<file path="config.mk">
export PLATFORM = sky130hd
export DESIGN_NAME = dcpu_ifetch
export DESIGN_NICKNAME = d
export VERILOG_FILES = /design/src/rtl/dcpu_pkg.sv /design/src/rtl/dcpu_oplen.sv /design/src/rtl/dcpu_ifetch.sv
export SDC_FILE = /design/constraint.sdc
export NUM_CORES = 1
export LEC_CHECK = 0
export CELL_PAD_IN_SITES_DETAIL_PLACEMENT = 1
export CELL_PAD_IN_SITES_GLOBAL_PLACEMENT = 2
export CORE_ASPECT_RATIO = 0.75
export CORE_MARGIN = 3
export CORE_UTILIZATION = 27
export DETAILED_ROUTE_END_ITERATION = 16
export GPL_TIMING_DRIVEN = 0
export PLACE_DENSITY_LB_ADDON = 0.1
export SLEW_MARGIN = 5
export SYNTH_ARGS = -nofsm -noshare
export SYNTH_HDL_FRONTEND = slang
export SYNTH_SLANG_ARGS = --single-unit
</file>
<file path="constraint.sdc">
create_clock -name clk -period 3.3 [get_ports clk]
set_clock_uncertainty 0.05 [all_clocks]
set_input_delay 0.66 -clock clk [delete_from_list [all_inputs] [get_ports clk]]
set_output_delay 0.66 -clock clk [all_outputs]
set_load 0.01 [all_outputs]
</file>
<file path="src/rtl/dcpu_pkg.sv">
// Shared definitions for the DCPU-16 fetch front end: fetch states, operand codes
// that pull an extra word from memory, and the opcode word field layout.
package dcpu_pkg;

   typedef enum logic [2:0] {
      S_RST,
      S_REQ_OP,
      S_CAP_OP,
      S_REQ_A,
      S_CAP_A,
      S_REQ_B,
      S_CAP_B,
      S_OUT
   } fetch_state_e;

   localparam logic [5:0] NEXTWORD_IND_LO = 6'h10;
   localparam logic [5:0] NEXTWORD_IND_HI = 6'h17;
   localparam logic [5:0] NEXTWORD_ADDR   = 6'h1e;
   localparam logic [5:0] NEXTWORD_LIT    = 6'h1f;

   localparam int unsigned OP_LSB = 0;
   localparam int unsigned OP_W   = 4;
   localparam int unsigned A_LSB  = 4;
   localparam int unsigned A_W    = 6;
   localparam int unsigned B_LSB  = 10;
   localparam int unsigned B_W    = 6;

   function automatic logic needs_next_word(input logic [5:0] code);
      return ((code >= NEXTWORD_IND_LO) && (code <= NEXTWORD_IND_HI)) ||
             (code == NEXTWORD_ADDR) || (code == NEXTWORD_LIT);
   endfunction

endpackage

</file>
<file path="src/rtl/dcpu_oplen.sv">
// Instruction length decode from the opcode word. For non-basic instructions the
// single operand field's extra word is reported on need_a_o, since it lands in ext_a.
module dcpu_oplen
   import dcpu_pkg::*;
#(
   parameter int unsigned DWIDTH = 16
) (
   input  logic [DWIDTH-1:0] word_i,
   output logic              need_a_o,
   output logic              need_b_o,
   output logic [1:0]        len_o
);

   logic [OP_W-1:0] op;
   logic [A_W-1:0]  fa;
   logic [B_W-1:0]  fb;

   always_comb begin
      op = word_i[OP_LSB +: OP_W];
      fa = word_i[A_LSB +: A_W];
      fb = word_i[B_LSB +: B_W];
      if (op != '0) begin
         need_a_o = needs_next_word(fa);
         need_b_o = needs_next_word(fb);
      end else begin
         need_a_o = needs_next_word(fb);
         need_b_o = 1'b0;
      end
      len_o = 2'd1 + {1'b0, need_a_o} + {1'b0, need_b_o};
   end

endmodule

</file>
<file path="src/rtl/dcpu_ifetch.sv">
// Instruction fetch front end: assembles one variable-length instruction at a time
// from synchronous memory and offers it to decode over a valid/ready handshake.
module dcpu_ifetch
   import dcpu_pkg::*;
#(
   parameter int unsigned           AWIDTH   = 16,
   parameter int unsigned           DWIDTH   = 16,
   parameter logic [AWIDTH-2:0]     RESET_PC = '0
) (
   input  logic              clk,
   input  logic              rst,
   output logic              mem_re,
   output logic [AWIDTH-2:0] memaddr,
   input  logic [DWIDTH-1:0] rmemdata,
   output logic              inst_valid,
   input  logic              inst_ready,
   output logic [DWIDTH-1:0] inst_word,
   output logic [DWIDTH-1:0] inst_ext_a,
   output logic [DWIDTH-1:0] inst_ext_b,
   output logic [1:0]        inst_len,
   output logic [AWIDTH-2:0] inst_pc,
   input  logic              skip,
   input  logic              redirect,
   input  logic [AWIDTH-2:0] redirect_pc
);

   fetch_state_e      state_q, state_d;
   logic [AWIDTH-2:0] ptr_q, ptr_d;
   logic [AWIDTH-2:0] pc_q, pc_d;
   logic              skip_q, skip_d;
   logic [DWIDTH-1:0] ir_q, ir_d;
   logic [DWIDTH-1:0] ext_a_q, ext_a_d;
   logic [DWIDTH-1:0] ext_b_q, ext_b_d;
   logic [1:0]        len_q, len_d;

   logic [DWIDTH-1:0] op_src;
   logic              need_a, need_b, done;
   logic [1:0]        op_len;

   // While capturing the opcode the word is still on the memory bus, not in ir_q.
   always_comb op_src = (state_q == S_CAP_OP) ? rmemdata : ir_q;

   dcpu_oplen #(.DWIDTH(DWIDTH)) u_oplen (
      .word_i   (op_src),
      .need_a_o (need_a),
      .need_b_o (need_b),
      .len_o    (op_len)
   );

   always_ff @(posedge clk) begin
      if (rst) begin
         state_q <= S_RST;
         ptr_q   <= RESET_PC;
         pc_q    <= '0;
         skip_q  <= 1'b0;
         ir_q    <= '0;
         ext_a_q <= '0;
         ext_b_q <= '0;
         len_q   <= '0;
      end else begin
         state_q <= state_d;
         ptr_q   <= ptr_d;
         pc_q    <= pc_d;
         skip_q  <= skip_d;
         ir_q    <= ir_d;
         ext_a_q <= ext_a_d;
         ext_b_q <= ext_b_d;
         len_q   <= len_d;
      end
   end

   always_comb begin
      state_d = state_q;
      ptr_d   = ptr_q;
      pc_d    = pc_q;
      skip_d  = skip_q;
      ir_d    = ir_q;
      ext_a_d = ext_a_q;
      ext_b_d = ext_b_q;
      len_d   = len_q;
      done    = 1'b0;
      case (state_q)
         S_RST:    state_d = S_REQ_OP;
         S_REQ_OP: begin
            pc_d    = ptr_q;
            ptr_d   = ptr_q + 1'b1;
            ext_a_d = '0;
            ext_b_d = '0;
            state_d = S_CAP_OP;
         end
         S_CAP_OP: begin
            ir_d  = rmemdata;
            len_d = op_len;
            if (need_a || need_b) state_d = S_REQ_A;
            else                  done    = 1'b1;
         end
         S_REQ_A: begin
            ptr_d   = ptr_q + 1'b1;
            state_d = S_CAP_A;
         end
         // The first extra-word slot carries b's word when only b needs one.
         S_CAP_A: begin
            if (need_a) begin
               ext_a_d = rmemdata;
               if (need_b) state_d = S_REQ_B;
               else        done    = 1'b1;
            end else begin
               ext_b_d = rmemdata;
               done    = 1'b1;
            end
         end
         S_REQ_B: begin
            ptr_d   = ptr_q + 1'b1;
            state_d = S_CAP_B;
         end
         S_CAP_B: begin
            ext_b_d = rmemdata;
            done    = 1'b1;
         end
         S_OUT: begin
            if (inst_ready) begin
               state_d = S_REQ_OP;
               skip_d  = skip;
            end
         end
         default: state_d = S_RST;
      endcase
      if (done) begin
         if (skip_q) begin
            skip_d  = 1'b0;
            state_d = S_REQ_OP;
         end else begin
            state_d = S_OUT;
         end
      end
      // Redirect overrides everything, including a coincident accept's skip.
      if (redirect && (state_q != S_RST)) begin
         state_d = S_REQ_OP;
         ptr_d   = redirect_pc;
         skip_d  = 1'b0;
      end
   end

   always_comb begin
      mem_re     = (state_q == S_REQ_OP) || (state_q == S_REQ_A) || (state_q == S_REQ_B);
      memaddr    = mem_re ? ptr_q : '0;
      inst_valid = (state_q == S_OUT);
      inst_word  = ir_q;
      inst_ext_a = ext_a_q;
      inst_ext_b = ext_b_q;
      inst_len   = len_q;
      inst_pc    = pc_q;
   end

endmodule

</file>
==> results.md, run 1 <==
Run status:
- The run finished with clean final reports.

Logic synthesis:
- Of the post-synthesis cell area, the dominant cell type holds 43.98%.
- Counting flops and latches in the post-synthesis netlist gives 84.
- The most common cell in the synthesized netlist is sky130_fd_sc_hd__dfxtp_1.
- Of the synthesized area, sequential elements account for 43.98%.
- The async set or reset register ratio after synthesis is 0%.
- The most frequently used flop master after synthesis is sky130_fd_sc_hd__dfxtp_1.
- The post-synthesis cell type count is 46.
- The number of warnings printed during yosys synthesis is 0.
- The cell count after synthesis came out at 455.
- The netlist area before placement is 3824 µm².
- The number of enable-type register cells in the synthesized netlist is 0.
- Yosys attributes the largest share of cell area to sky130_fd_sc_hd__dfxtp_1, sky130_fd_sc_hd__nand2_1, sky130_fd_sc_hd__a21oi_1.
- The post-synthesis net count is 495.
- Counting instances in the post-synthesis netlist gives the leading cell types as sky130_fd_sc_hd__dfxtp_1, sky130_fd_sc_hd__nand2_1, sky130_fd_sc_hd__a21oi_1.
- Each instance of the synthesized netlist takes up on average 8.404 µm².
- The cell type with the largest total area after synthesis is sky130_fd_sc_hd__dfxtp_1.

Floorplanning:
- 118 I/O pins were placed.
- Once the floorplan was initialized, standard cells occupied 28.49% of the core.
- In this run the horizontal extent of the chip is 143.4 µm.
- The die area is 15,640 µm².
- The total area inside the core boundary comes to 13,420 µm².
- In this run the core area contains 36 standard-cell rows.
- The die is 109.1 µm tall.

Power and ir drop:
- In this run, the clock network consumes 27.5% of the power.
- In this run, the combinational gates consume 41.1% of the power.
- The share of total power dissipated in sequential elements is 31.4%.
- The largest vdd supply drop is 0.2929 mV.
- In this run switching power makes up 39.06% of total power.
- The analysis attributes to cell leakage a power of 1.839 nW.
- The net switching component of the power is 1.712 mW.
- The power consumption is 4.384 mW.
- The power density over the cells is 782.9 nW/µm².
- The internal power component is 2.672 mW.

Global route:
- Entering global routing, the biggest net connects 20 pins.
- The number of antenna violations at the first check in global routing came to 0.
- Global routing consumed, over all layers together, 18.48% of the routing resources.
- The first-pass GRT wire length is 22.65 mm.
- The via count of the first global-routing pass is 4,130.
- The total congestion overflow is 0.

Worst setup path:
- The critical path buffer and inverter count is 3.
- In this run the critical register-to-register path is launched from state_q[2]$_SDFFE_PP0P_.
- The endpoint arrival time on the critical path is 3.23 ns.
- Walking the worst path, the cells encountered are clkdlybuf4s50_1 -> nand2_1 -> a21oi_1 -> o22a_1 -> clkbuf_4 -> buf_4 -> nand2_1 -> ha_1 -> o21ai_1 -> a21oi_2 -> a311o_1 -> nand2_1 -> a211oi_1.
- The worst register-to-register path has a depth of 13.
- The data required time of the critical path is 3.43 ns.
- The most frequent cell on the critical path is sky130_fd_sc_hd__nand2_1.
- The largest single stage delay on the critical path is 0.58 ns.
- The worst setup path is captured at a flop.
- The worst setup path is launched from an input pin.
- The worst setup path is of the input pin to flop kind.
- The destination of the worst register-to-register timing path is state_q[1]$_SDFFE_PP0P_.
- The cell with the largest stage delay on the worst path is sky130_fd_sc_hd__clkdlybuf4s50_1.
- The critical path crosses 13 cells after its start point.
- The critical path starts at rmemdata[5].
- The largest fanout on the critical path is 10.
- Broken down by cell family, the worst path's largest delay share belongs to compound AO/OA/AOI/OAI gates.
- The end point of the critical path is state_q[1]$_SDFFE_PP0P_.
- The worst-case register-to-register setup slack is 0.37 ns.

STA:
- After routing, the total negative slack on setup checks comes to 0 ns.
- The final clock period utilization by the worst path is 93.83%.
- Setup repair after global routing left no endpoint under its margin.
- The final critical delay including setup and external delays is 3.096 ns.
- Based on the critical path, the design can be clocked at up to 323.0 MHz.
- Setup violations remaining at the end of the flow were counted as 0.
- The number of hold violations in the final report is 0.
- The number of slew-limit violations in the final report is 0.
- The slew at the pin closest to its max-slew limit is 1.164 ns.
- Measured against its own limit, the worst slew margin works out to 21.80%.

Layout:
- In the final layout, the share of cells above drive strength 1 is 5.631%.
- The net total in the final layout is 621.
- The final antenna diode count is 0.
- The fill cell total of the finished layout is 1,589.
- From synthesis to final layout, the design area changed by 46.43%.

CTS:
- The clock latency at the later pin of the worst-skew pair is 0.34 ns.
- TritonCTS created 9 clock buffers.
- The maximum level of the CTS H-tree is 3.
- The clock tree from TritonCTS is done.
- Clock-pin slew was measured on the worst setup and hold paths at 0.07 ns.
- The TritonCTS sink count is 84.
- The cell chosen for the clock root is sky130_fd_sc_hd__clkbuf_16.
- The number of hold buffers added after CTS was 0.
- The deepest clock path buffer count is 2.

Placement:
- The routability congestion estimate from global placement is 0.8065.
- The total of buffers placed on input and output ports is 117.
- After legalization and detailed placement, the total HPWL measured 10.74 mm.

Drt:
- The average wire length per cell after detail routing is 18.47 µm.
- In the routed design, unresolved DRC markers number 0.
- Wires add up to 13.98 mm.
- The remaining number of nets flagged by the antenna check after routing is 0.
- The first detailed-routing pass took 4 iterations.
- The initial DRC count is 175.
- The vias after detailed routing is 3,946.
- In the routed layout, each cell is associated on average with a via count of 5.213.

Hold path:
- The tightest min-delay check is of the flop to flop type.
- The depth of the worst hold-timing path is 2.
- The startpoint identified for the worst hold timing path is inst_word[10]$_SDFF_PP0_.

Run:
- The total of max-cap violations is 0.
-- placed cells by master, fill, tap and decap left out, types with 13 or more instances in the layout --
| master | synthesis | routed |
|---|---|---|
| sky130_fd_sc_hd__nor2_1 | 21 | 21 |
| sky130_fd_sc_hd__nand2_1 | 79 | 79 |
| sky130_fd_sc_hd__and2_1 | 16 | 16 |
| sky130_fd_sc_hd__nand4_1 | 20 | 20 |
| sky130_fd_sc_hd__clkbuf_1 | 26 | 24 |
| sky130_fd_sc_hd__o311ai_0 | 16 | 16 |
| sky130_fd_sc_hd__dfxtp_1 | 84 | 84 |
| sky130_fd_sc_hd__o2bb2ai_1 | 16 | 16 |
| sky130_fd_sc_hd__a211oi_1 | 13 | 13 |
| sky130_fd_sc_hd__clkdlybuf4s50_1 | 0 | 113 |
| sky130_fd_sc_hd__a21oi_1 | 53 | 51 |
| sky130_fd_sc_hd__nand2b_1 | 23 | 23 |
-- power by group through the flow --
| stage | clock network (mW) | logic (mW) | registers [mW] |
|---|---|---|---|
| floorplan | 0 | 1.01 | 1.39 |
| global placement | 0 | 1.75 | 1.39 |
| detailed placement | 0 | 1.79 | 1.40 |
| CTS | 1.24 | 1.81 | 1.38 |
| global route | 1.28 | 1.99 | 1.41 |
| finish | 1.21 | 1.80 | 1.38 |
-- worst min-delay path: cells and delay by family (launching register included) --
kind | cells | cell delay, ns
flip-flops | 1 | 0.31
AND/OR/NAND/NOR | 1 | 0.05
AO/OA/AOI/OAI | 1 | 0.05
-- cells by family after synthesis --
family / count (synthesis) / synth area share, %
DFF: 84 / 43.98
and+or+nand+nor: 182 / 23.33
buffers and inverters: 44 / 4.875
muxes: 4 / 1.080
adders and majority gates: 4 / 1.309
AOI/OAI and AO/OA: 128 / 23.36
xor gates and xnor gates: 9 / 2.061
-- state kept, by name, summed over array words and instances, names as in the netlist --
signal / count
state_q: 3
inst_pc: 15
skip_q: 1
inst_ext_b: 16
ptr_q: 15
inst_word: 16
inst_len: 2
inst_ext_a: 16
-- stage by stage --
stage / area [µm²] / instances / hold slack (ns) / worst slack [ns] / util [%]
2_1_floorplan: 3824 / 455 / 0.4002 / 0.4767 / -
5_1_grt: 5599 / 757 / 0.4388 / 0.02100 / 41.71
4_1_cts: 5587 / 758 / 0.4110 / 0.003543 / 41.62
3_3_place_gp: 5209 / 743 / 0.3967 / -0.6548 / 38.81
6_report: 5599 / 757 / 0.4060 / 0.2036 / 41.71
3_5_place_dp: 5209 / 743 / 0.4017 / -0.6817 / 38.81
-- worst min-delay path by stage --
stage | to | slack (ns)
after global routing | inst_pc[4]$_SDFFE_PP0P_ | 0.44
after detailed placement | inst_word[10]$_SDFF_PP0_ | 0.40
after floorplan | skip_q$_SDFF_PP0_ | 0.40
after CTS | inst_word[10]$_SDFF_PP0_ | 0.41
final | inst_word[10]$_SDFF_PP0_ | 0.41
after global placement | inst_pc[12]$_SDFFE_PP0P_ | 0.40
-- what timing repair did --
item / 4_1_cts / 5_1_grt
endpoints found under the setup margin: 8 / 12
gates resized for setup: 5 / 7
pin swaps: 1 / 1
buffers inserted: 0 / 0
-- final cells by class --
| cell class | count | area (µm²) | share of cell area [%] |
|---|---|---|---|
| timing repair buffer | 117 | 1181 | 21.09 |
| sequential | 84 | 1682 | 30.03 |
| buffer | 33 | 151.4 | 2.704 |
| tap | 171 | 214.0 | 3.821 |
| clock inverter | 5 | 106.4 | 1.899 |
| clock buffer | 11 | 252.7 | 4.514 |
| inverter | 9 | 33.78 | 0.6034 |
| multi-input combinational | 327 | 1978 | 35.33 |
-- per-layer routing --
metal  vias to the layer above  part of all wire (%)  GRT usage (%)
met3                        10                   4.5          4.822
li1                       1891                     -              -
met5                         -                     0              0
met4                         0                  0.89          5.040
met1                      1965                    50          26.53
met2                        80                    44          27.35
Note: power is estimated with default switching activity, not from simulation.
==> run 2: changes to the inputs <==
Settings changed: CAP_MARGIN set to 20, SLEW_MARGIN 5 to not set.
==> run 2 against run 1 <==
  * Global-route usage is the same
  * Register-to-register slack is essentially flat
  * Clock-buffer cell count is the same
  * Via count grew 0.33%
  * First-iteration DRC count grew 2.9%
  * Final cell count grew 0.13%
  * Total power grew 0.12%
  * Final area is essentially flat
  * Worst hold slack is essentially flat
  * Sequential share of layout area is essentially flat
  * Worst setup slack gained 0.030 ns
  * Critical path type unchanged
  * Largest power group unchanged
  * Highest routed layer unchanged
==> results.md, run 2 (synthesized netlist as in run 1, its figures left out) <==
Run status:
- Status: complete, no violations (unchanged).

Floorplanning:
- The vertical extent of the die is 109.1 µm (unchanged).
- The area of the placeable core is 13,420 µm² (unchanged).
- The I/O pin count is 118 (unchanged).
- The starting density of the core is 28.49% (unchanged).
- The die area is 15,640 µm² (unchanged).
- The number of placement rows came to 36 (unchanged).
- The x dimension of the die was 143.4 µm (unchanged).

Global route:
- The busiest metal layer after global routing is met2 (unchanged).
- The largest net degree at the start of global routing was 20 (unchanged).
- The via count of the first global-routing pass is 4,130 (unchanged).
- The met2 routing resource usage after global routing came to 27.35% (unchanged).
- The total congestion overflow is 0 (unchanged).
- The number of antenna violations at the first check in global routing is 0 (unchanged).
- The first-pass GRT wire length came to 22.65 mm (unchanged).
- The global routing usage on met1 is 26.53% (unchanged).
- The global routing usage on met3 is 4.822% (unchanged).
- The total track usage is 18.48% (unchanged).

Drt:
- The remaining number of nets flagged by the antenna check after routing came to 0 (unchanged).
- The number of iterations in the first detailed-routing pass is 4 (unchanged).
- The initial DRC count is 180 (was 175).
- The aggregate routed wire length is 13.99 mm (was 13.98 mm).
- The via density per instance is 5.223 (was 5.213).
- The average wire length per cell after detail routing was 18.45 µm (was 18.47 µm).
- The vias after detailed routing is 3,959 (was 3,946).
- The detailed-route DRC error count is 0 (unchanged).

Placement:
- The total placed instance area came to 5209 µm² (unchanged).
- The routability congestion estimate from global placement was 0.8065 (unchanged).
- The half-perimeter wire length of the detailed placement result is 10.74 mm (unchanged).
- The total of buffers placed on input and output ports is 117 (unchanged).

Layout:
- The fill cell total of the finished layout is 1,589 (unchanged).
- The share of final-layout standard cells stronger than drive strength 1 came to 5.792% (was 5.631%).
- The utilization after layout is 41.75% (was 41.71%).
- The final antenna diode count was 0 (unchanged).
- Most used cells in the layout excluding fill and tap cells: sky130_fd_sc_hd__clkdlybuf4s50_1, sky130_fd_sc_hd__dfxtp_1, sky130_fd_sc_hd__nand2_1 (unchanged).
- The most common cell after layout, fill and taps aside is sky130_fd_sc_hd__clkdlybuf4s50_1 (unchanged).
- The layout overhead on the synthesized area was 46.56% (was 46.43%).
- The net total in the final layout came to 622 (was 621).
- The area of all placed cells without fillers is 5604 µm² (was 5599 µm²).

Power and ir drop:
- The cell leakage power is 1.843 nW (was 1.839 nW).
- The relative contribution of the clock network to total power is 27.5% (about the same).
- The internal power component is 2.673 mW (was 2.672 mW).
- The largest vdd supply drop came to 0.2950 mV (was 0.2929 mV).
- The net switching component of the power is 1.716 mW (was 1.712 mW).
- The power consumption is 4.389 mW (was 4.384 mW).
- The switching power as a share of total power is 39.09% (was 39.06%).
- The portion of total power attributed to sequential cells is 31.4% (about the same).
- The power density over the cells is 783.2 nW/µm² (was 782.9 nW/µm²).
- The combinational share of power was 41.1% (about the same).

Worst setup path:
- The startpoint of the worst register-to-register path was state_q[2]$_SDFFE_PP0P_ (unchanged).
- The cell count of the worst reg-to-reg path was 13 (unchanged).
- The nature of the critical path endpoint is a flop (unchanged).
- Cell chain of the critical path: clkdlybuf4s50_1 -> nand2_1 -> a21oi_1 -> o22a_1 -> clkbuf_4 -> buf_4 -> nand2_1 -> ha_1 -> o21ai_1 -> a21oi_2 -> a311o_1 -> nand2_1 -> a211oi_1 (unchanged).
- The cell with the largest stage delay on the worst path is sky130_fd_sc_hd__clkdlybuf4s50_1 (unchanged).
- The most frequent cell on the critical path is sky130_fd_sc_hd__nand2_1 (unchanged).
- The destination of the worst register-to-register timing path is state_q[1]$_SDFFE_PP0P_ (unchanged).
- The critical path start-end classification is input pin to flop (unchanged).
- The data required time of the critical path is 3.44 ns (was 3.43 ns).
- The worst-case register-to-register setup slack is 0.37 ns (about the same).
- The highest cell delay on the worst timing path is 0.57 ns (was 0.58 ns).
- The largest fanout on the critical path is 10 (unchanged).
- The type of element launching the critical path is an input pin (unchanged).
- The endpoint arrival time on the critical path is 3.20 ns (was 3.23 ns).

Hold path:
- The path class of the lowest-slack min-delay path is flop to flop (unchanged).
- The depth of the worst hold-timing path is 2 (unchanged).
- The end point of the most critical hold path is inst_word[10]$_SDFF_PP0_ (unchanged).
- The worst hold path startpoint was inst_word[10]$_SDFF_PP0_ (unchanged).

STA:
- The final critical delay including setup and external delays was 3.066 ns (was 3.096 ns).
- Unrepaired setup endpoints after global routing: no (unchanged).
- The setup violation total in the final timing report is 0 (unchanged).
- The number of hold violations in the final report is 0 (unchanged).
- The slew at the pin closest to its max-slew limit was 0.8734 ns (was 1.164 ns).
- The maximum clock frequency is 326.1 MHz (was 323.0 MHz).
- The normalized max-slew margin is 41.59% (was 21.80%).
- The final clock period utilization by the worst path is 92.92% (was 93.83%).
- The number of slew-limit violations in the final report is 0 (unchanged).

CTS:
- The clock latency at the later pin of the worst-skew pair came to 0.34 ns (about the same).
- The maximum level of the CTS H-tree is 3 (unchanged).
- The clock transition time at the flip-flop clock pins of the worst setup and hold paths is 0.07 ns (about the same).
- The number of setup buffers added after CTS is 0 (unchanged).
- The deepest clock path buffer count is 2 (unchanged).
- The cell chosen for the clock root is sky130_fd_sc_hd__clkbuf_16 (unchanged).
- The number of hold-repair buffers added at the cts stage is 0 (unchanged).
- The clock tree from TritonCTS is done (unchanged).
- The TritonCTS sink count came to 84 (unchanged).
- The total CTS buffers came to 9 (unchanged).

Run:
- The total of max-cap violations is 0 (unchanged).
run 2: changes by cell type in the layout (fill, tap and decap cells not counted), sizes merged:
cell | before | now
clkbuf | 38 | 39
run 2: worst max-delay path by stage:
| stage | startpoint | to | slack [ns] | cells past startpoint |
|---|---|---|---|---|
| 2_1_floorplan | rmemdata[3] | state_q[1]$_SDFFE_PP0P_ | 0.48 | 13 |
| 6_report | rmemdata[5] | state_q[1]$_SDFFE_PP0P_ | 0.23 | 13 |
| 3_5_place_dp | rmemdata[3] | state_q[1]$_SDFFE_PP0P_ | -0.68 | 14 |
| 4_1_cts | rmemdata[2] | state_q[1]$_SDFFE_PP0P_ | 0.004 | 13 |
| 3_3_place_gp | rmemdata[3] | state_q[1]$_SDFFE_PP0P_ | -0.65 | 14 |
| 5_1_grt | rmemdata[5] | state_q[1]$_SDFFE_PP0P_ | 0.02 | 13 |
run 2: final cells by class:
type                            count  area (µm²)  share of cell area, %
Inverter                            9       33.78                 0.6028
Sequential cell                    84        1682                  30.01
Buffer                             33       151.4                  2.701
Multi-Input combinational cell    327        1978                  35.30
Tap cell                          171       214.0                  3.818
Clock inverter                      5       106.4                  1.898
Clock buffer                       11       252.7                  4.510
Timing Repair Buffer              118        1186                  21.17
run 2: repair_timing:
action,4_1_cts,5_1_grt
pin swaps,1,1
gates resized for setup,5,7
setup endpoints to repair,8,12
run 2: stage by stage:
step / instances / setup WS, ns / hold WS, ns / setup TNS [ns]
after floorplan: 455 / 0.4767 / 0.4002 / 0
final: 758 / 0.2335 / 0.4057 / 0
after detailed placement: 743 / -0.6817 / 0.4017 / -2.136
after global placement: 743 / -0.6548 / 0.3967 / -1.865
after global routing: 758 / 0.02100 / 0.4388 / 0
after CTS: 758 / 0.003543 / 0.4110 / 0
run 2: metal layers:
layer,share of wire [%],vias to the layer above,wire length (µm)
met4,1.1,0,160
met2,44,96,6131
met3,5.0,14,699
li1,-,1894,-
met5,0,-,0
met1,50,1955,6996
run 2: worst max-delay path: cells and delay by family:
family | cells | cell delay (ns)
buf+inv | 3 | 0.97
fa+ha+maj | 1 | 0.25
simple gates | 3 | 0.28
compound gates | 6 | 1.04
run 2: power by group through the flow:
stage                     clock (mW)  sequential (mW)  combinational, mW
after global routing            1.28             1.41               2.00
after CTS                       1.24             1.38               1.81
after global placement             0             1.39               1.75
after detailed placement           0             1.40               1.79
after floorplan                    0             1.39               1.01
final                           1.21             1.38               1.80
==> run 3: changes to the inputs <==
Clock period 3.3 ns to 3.44 ns, I/O delays scaled along.
==> run 3 against run 2 <==
  * Clock power down 4%
  * Worst setup slack worse by 0.0045 ns
  * Final cell count rose by 0.13%
  * Flip-flop and latch count unchanged
  * Sequential share of layout area hardly changed
  * Global-route usage did not move
  * Combinational power shrank 3%
  * Register-to-register slack improved by 0.11 ns
  * Utilization about the same
  * Critical path type unchanged
  * Largest power group unchanged
==> results.md, run 3 (synthesized netlist as in run 1, its figures left out) <==
Run status:
- Status: complete, no violations (unchanged).

Power and ir drop:
- The cell leakage power is 1.826 nW (was 1.843 nW).
- The net switching component of the power was 1.648 mW (was 1.716 mW).
- The internal power component was 2.566 mW (was 2.673 mW).
- The power density over the cells is 752.7 nW/µm² (was 783.2 nW/µm²).
- The relative contribution of the clock network to total power is 27.5% (about the same).
- The switching power as a share of total power is 39.11% (was 39.09%).
- The power consumption is 4.215 mW (was 4.389 mW).
- The combinational share of power came to 41.2% (was 41.1%).
- The largest vdd supply drop is 0.2839 mV (was 0.2950 mV).
- The portion of total power attributed to sequential cells is 31.3% (was 31.4%).

Global route:
- The number of antenna violations at the first check in global routing was 0 (unchanged).
- The largest net degree at the start of global routing is 20 (unchanged).
- The first-pass GRT wire length is 22.65 mm (unchanged).
- The via count of the first global-routing pass is 4,130 (unchanged).
- The total track usage was 18.48% (unchanged).
- The total congestion overflow is 0 (unchanged).

Placement:
- The half-perimeter wire length of the detailed placement result was 10.74 mm (unchanged).
- The routability congestion estimate from global placement is 0.8065 (unchanged).
- The total placed instance area came to 5209 µm² (unchanged).
- The total of buffers placed on input and output ports is 117 (unchanged).

STA:
- The number of slew-limit violations in the final report came to 0 (unchanged).
- Of the available clock period, the critical path in the final layout requires 93.34%.
- Static timing analysis puts the maximum clock frequency at 311.4 MHz.
- The setup violation total in the final timing report was 0 (unchanged).
- The normalized max-slew margin came to 36.50% (was 41.59%).
- Unrepaired setup endpoints after global routing: no (unchanged).
- The slew at the pin closest to its max-slew limit is 0.9495 ns (was 0.8734 ns).
- The final critical delay including setup and external delays is 3.211 ns.
- The worst hold margin is 0.4063 ns (was 0.4057 ns).
- The number of hold violations in the final report is 0 (unchanged).

Floorplanning:
- The starting density of the core came to 28.49% (unchanged).
- The x dimension of the die is 143.4 µm (unchanged).
- The area of the placeable core is 13,420 µm² (unchanged).
- The I/O pin count was 118 (unchanged).
- The die area was 15,640 µm² (unchanged).
- The number of placement rows is 36 (unchanged).
- The vertical extent of the die is 109.1 µm (unchanged).

Layout:
- The layout overhead on the synthesized area came to 46.43% (was 46.56%).
- The most common cell after layout, fill and taps aside is sky130_fd_sc_hd__clkdlybuf4s50_1 (unchanged).
- Most used cells in the layout excluding fill and tap cells: sky130_fd_sc_hd__clkdlybuf4s50_1, sky130_fd_sc_hd__dfxtp_1, sky130_fd_sc_hd__nand2_1 (unchanged).
- The area of all placed cells without fillers was 5599 µm² (was 5604 µm²).
- The final antenna diode count came to 0 (unchanged).
- The net total in the final layout is 623 (was 622).
- The share of final-layout standard cells stronger than drive strength 1 came to 5.612% (was 5.792%).
- The fill cell total of the finished layout was 1,592 (was 1,589).

Drt:
- The detailed-route DRC error count is 0 (unchanged).
- The vias after detailed routing is 3,958 (was 3,959).
- The initial DRC count is 188 (was 180).
- The number of iterations in the first detailed-routing pass was 4 (unchanged).
- The aggregate routed wire length was 13.98 mm (was 13.99 mm).
- The via density per instance is 5.215 (was 5.223).
- The average wire length per cell after detail routing came to 18.42 µm (was 18.45 µm).
- The remaining number of nets flagged by the antenna check after routing came to 0 (unchanged).

Run:
- The total of max-cap violations came to 0 (unchanged).

CTS:
- The TritonCTS sink count came to 84 (unchanged).
- The number of hold-repair buffers added at the cts stage came to 0 (unchanged).
- The deepest clock path buffer count is 2 (unchanged).
- The clock latency at the later pin of the worst-skew pair is 0.34 ns (about the same).
- The total CTS buffers came to 9 (unchanged).
- The maximum level of the CTS H-tree was 3 (unchanged).
- The number of setup buffers added after CTS is 0 (unchanged).
- The clock transition time at the flip-flop clock pins of the worst setup and hold paths came to 0.07 ns (about the same).
- The clock tree from TritonCTS was done (unchanged).
- The cell chosen for the clock root is sky130_fd_sc_hd__clkbuf_16 (unchanged).

Worst setup path:
- The type of element launching the critical path is an input pin (unchanged).
- The nature of the critical path endpoint is a flop (unchanged).
- The largest fanout on the critical path is 10 (unchanged).
- The endpoint arrival time on the critical path is 3.35 ns (was 3.20 ns).
- The critical path start-end classification was input pin to flop (unchanged).
- The data required time of the critical path is 3.58 ns (was 3.44 ns).

Hold path:
- The path class of the lowest-slack min-delay path is flop to flop (unchanged).
==> run 3: changes by cell type in the layout (fill, tap and decap cells not counted), sizes merged <==
cell and delta:
clkdlybuf4s50 +2, clkbuf +2, buf -1, dlymetal6s2s -2
==> run 3: routing by layer <==
metal,track usage (%),part of all wire (%),vias up,routed length (µm)
met5,0,0,-,0
met4,5.040,1.1,0,157
li1,-,-,1894,-
met2,27.35,44,97,6097
met3,4.822,5.2,14,727
met1,26.53,50,1953,7002
==> run 3: repair_timing <==
item / CTS / global route
setup endpoints to repair: 3 / 13
resized for setup: 3 / 7
pin swaps: 0 / 1
==> run 3: through the flow <==
step           TNS, ns  utilization [%]  std cells  setup WS, ns
2_1_floorplan        0                -        455        0.5887
3_3_place_gp    -1.413            38.81        743       -0.5428
3_5_place_dp    -1.647            38.81        743       -0.5697
4_1_cts              0            41.59        758       0.03021
5_1_grt              0            41.71        759       0.05068
6_report             0            41.71        759        0.2290
==> run 3: power groups by stage <==
stage / sequential [mW] / combinational, mW / clock, mW
6_report: 1.32 / 1.74 / 1.16
5_1_grt: 1.36 / 1.92 / 1.22
4_1_cts: 1.32 / 1.73 / 1.19
3_5_place_dp: 1.34 / 1.72 / 0
3_3_place_gp: 1.34 / 1.68 / 0
2_1_floorplan: 1.34 / 0.967 / 0
==> run 3: path summary, 6_finish.rpt <==
path                                          startpoint                       end  slack (ns)  cells past startpoint
worst max-delay path                         rmemdata[1]   state_q[1]$_SDFFE_PP0P_        0.23                     13
worst max register to register   state_q[2]$_SDFFE_PP0P_   state_q[1]$_SDFFE_PP0P_        0.48                     13
worst min register to register  inst_word[10]$_SDFF_PP0_  inst_word[10]$_SDFF_PP0_        0.41                      2
worst min-delay path            inst_word[10]$_SDFF_PP0_  inst_word[10]$_SDFF_PP0_        0.41                      2
==> run 3: worst max-delay path: stages <==
cell and delay [ns]:
sky130_fd_sc_hd__clkdlybuf4s50_1 0.52, sky130_fd_sc_hd__nor4_4 0.33, sky130_fd_sc_hd__nand2b_1 0.17, sky130_fd_sc_hd__o22a_1 0.12, sky130_fd_sc_hd__clkbuf_4 0.20, sky130_fd_sc_hd__clkbuf_4 0.23
sky130_fd_sc_hd__nand2_1 0.11, sky130_fd_sc_hd__ha_1 0.25, sky130_fd_sc_hd__o21ai_1 0.16, sky130_fd_sc_hd__a21oi_2 0.11, sky130_fd_sc_hd__a311o_1 0.29, sky130_fd_sc_hd__nand2_1 0.09
sky130_fd_sc_hd__a211oi_1 0.08
==> run 3: layout make-up <==
| class | count | area, µm² | area share, % |
|---|---|---|---|
| inverter | 9 | 33.78 | 0.6034 |
| clock inverter | 5 | 106.4 | 1.899 |
| sequential | 84 | 1682 | 30.03 |
| tap | 171 | 214.0 | 3.821 |
| clock buffer | 11 | 252.7 | 4.514 |
| timing repair buffer | 118 | 1181 | 21.09 |
| buffer | 34 | 155.1 | 2.771 |
| multi-input combinational | 327 | 1974 | 35.26 |
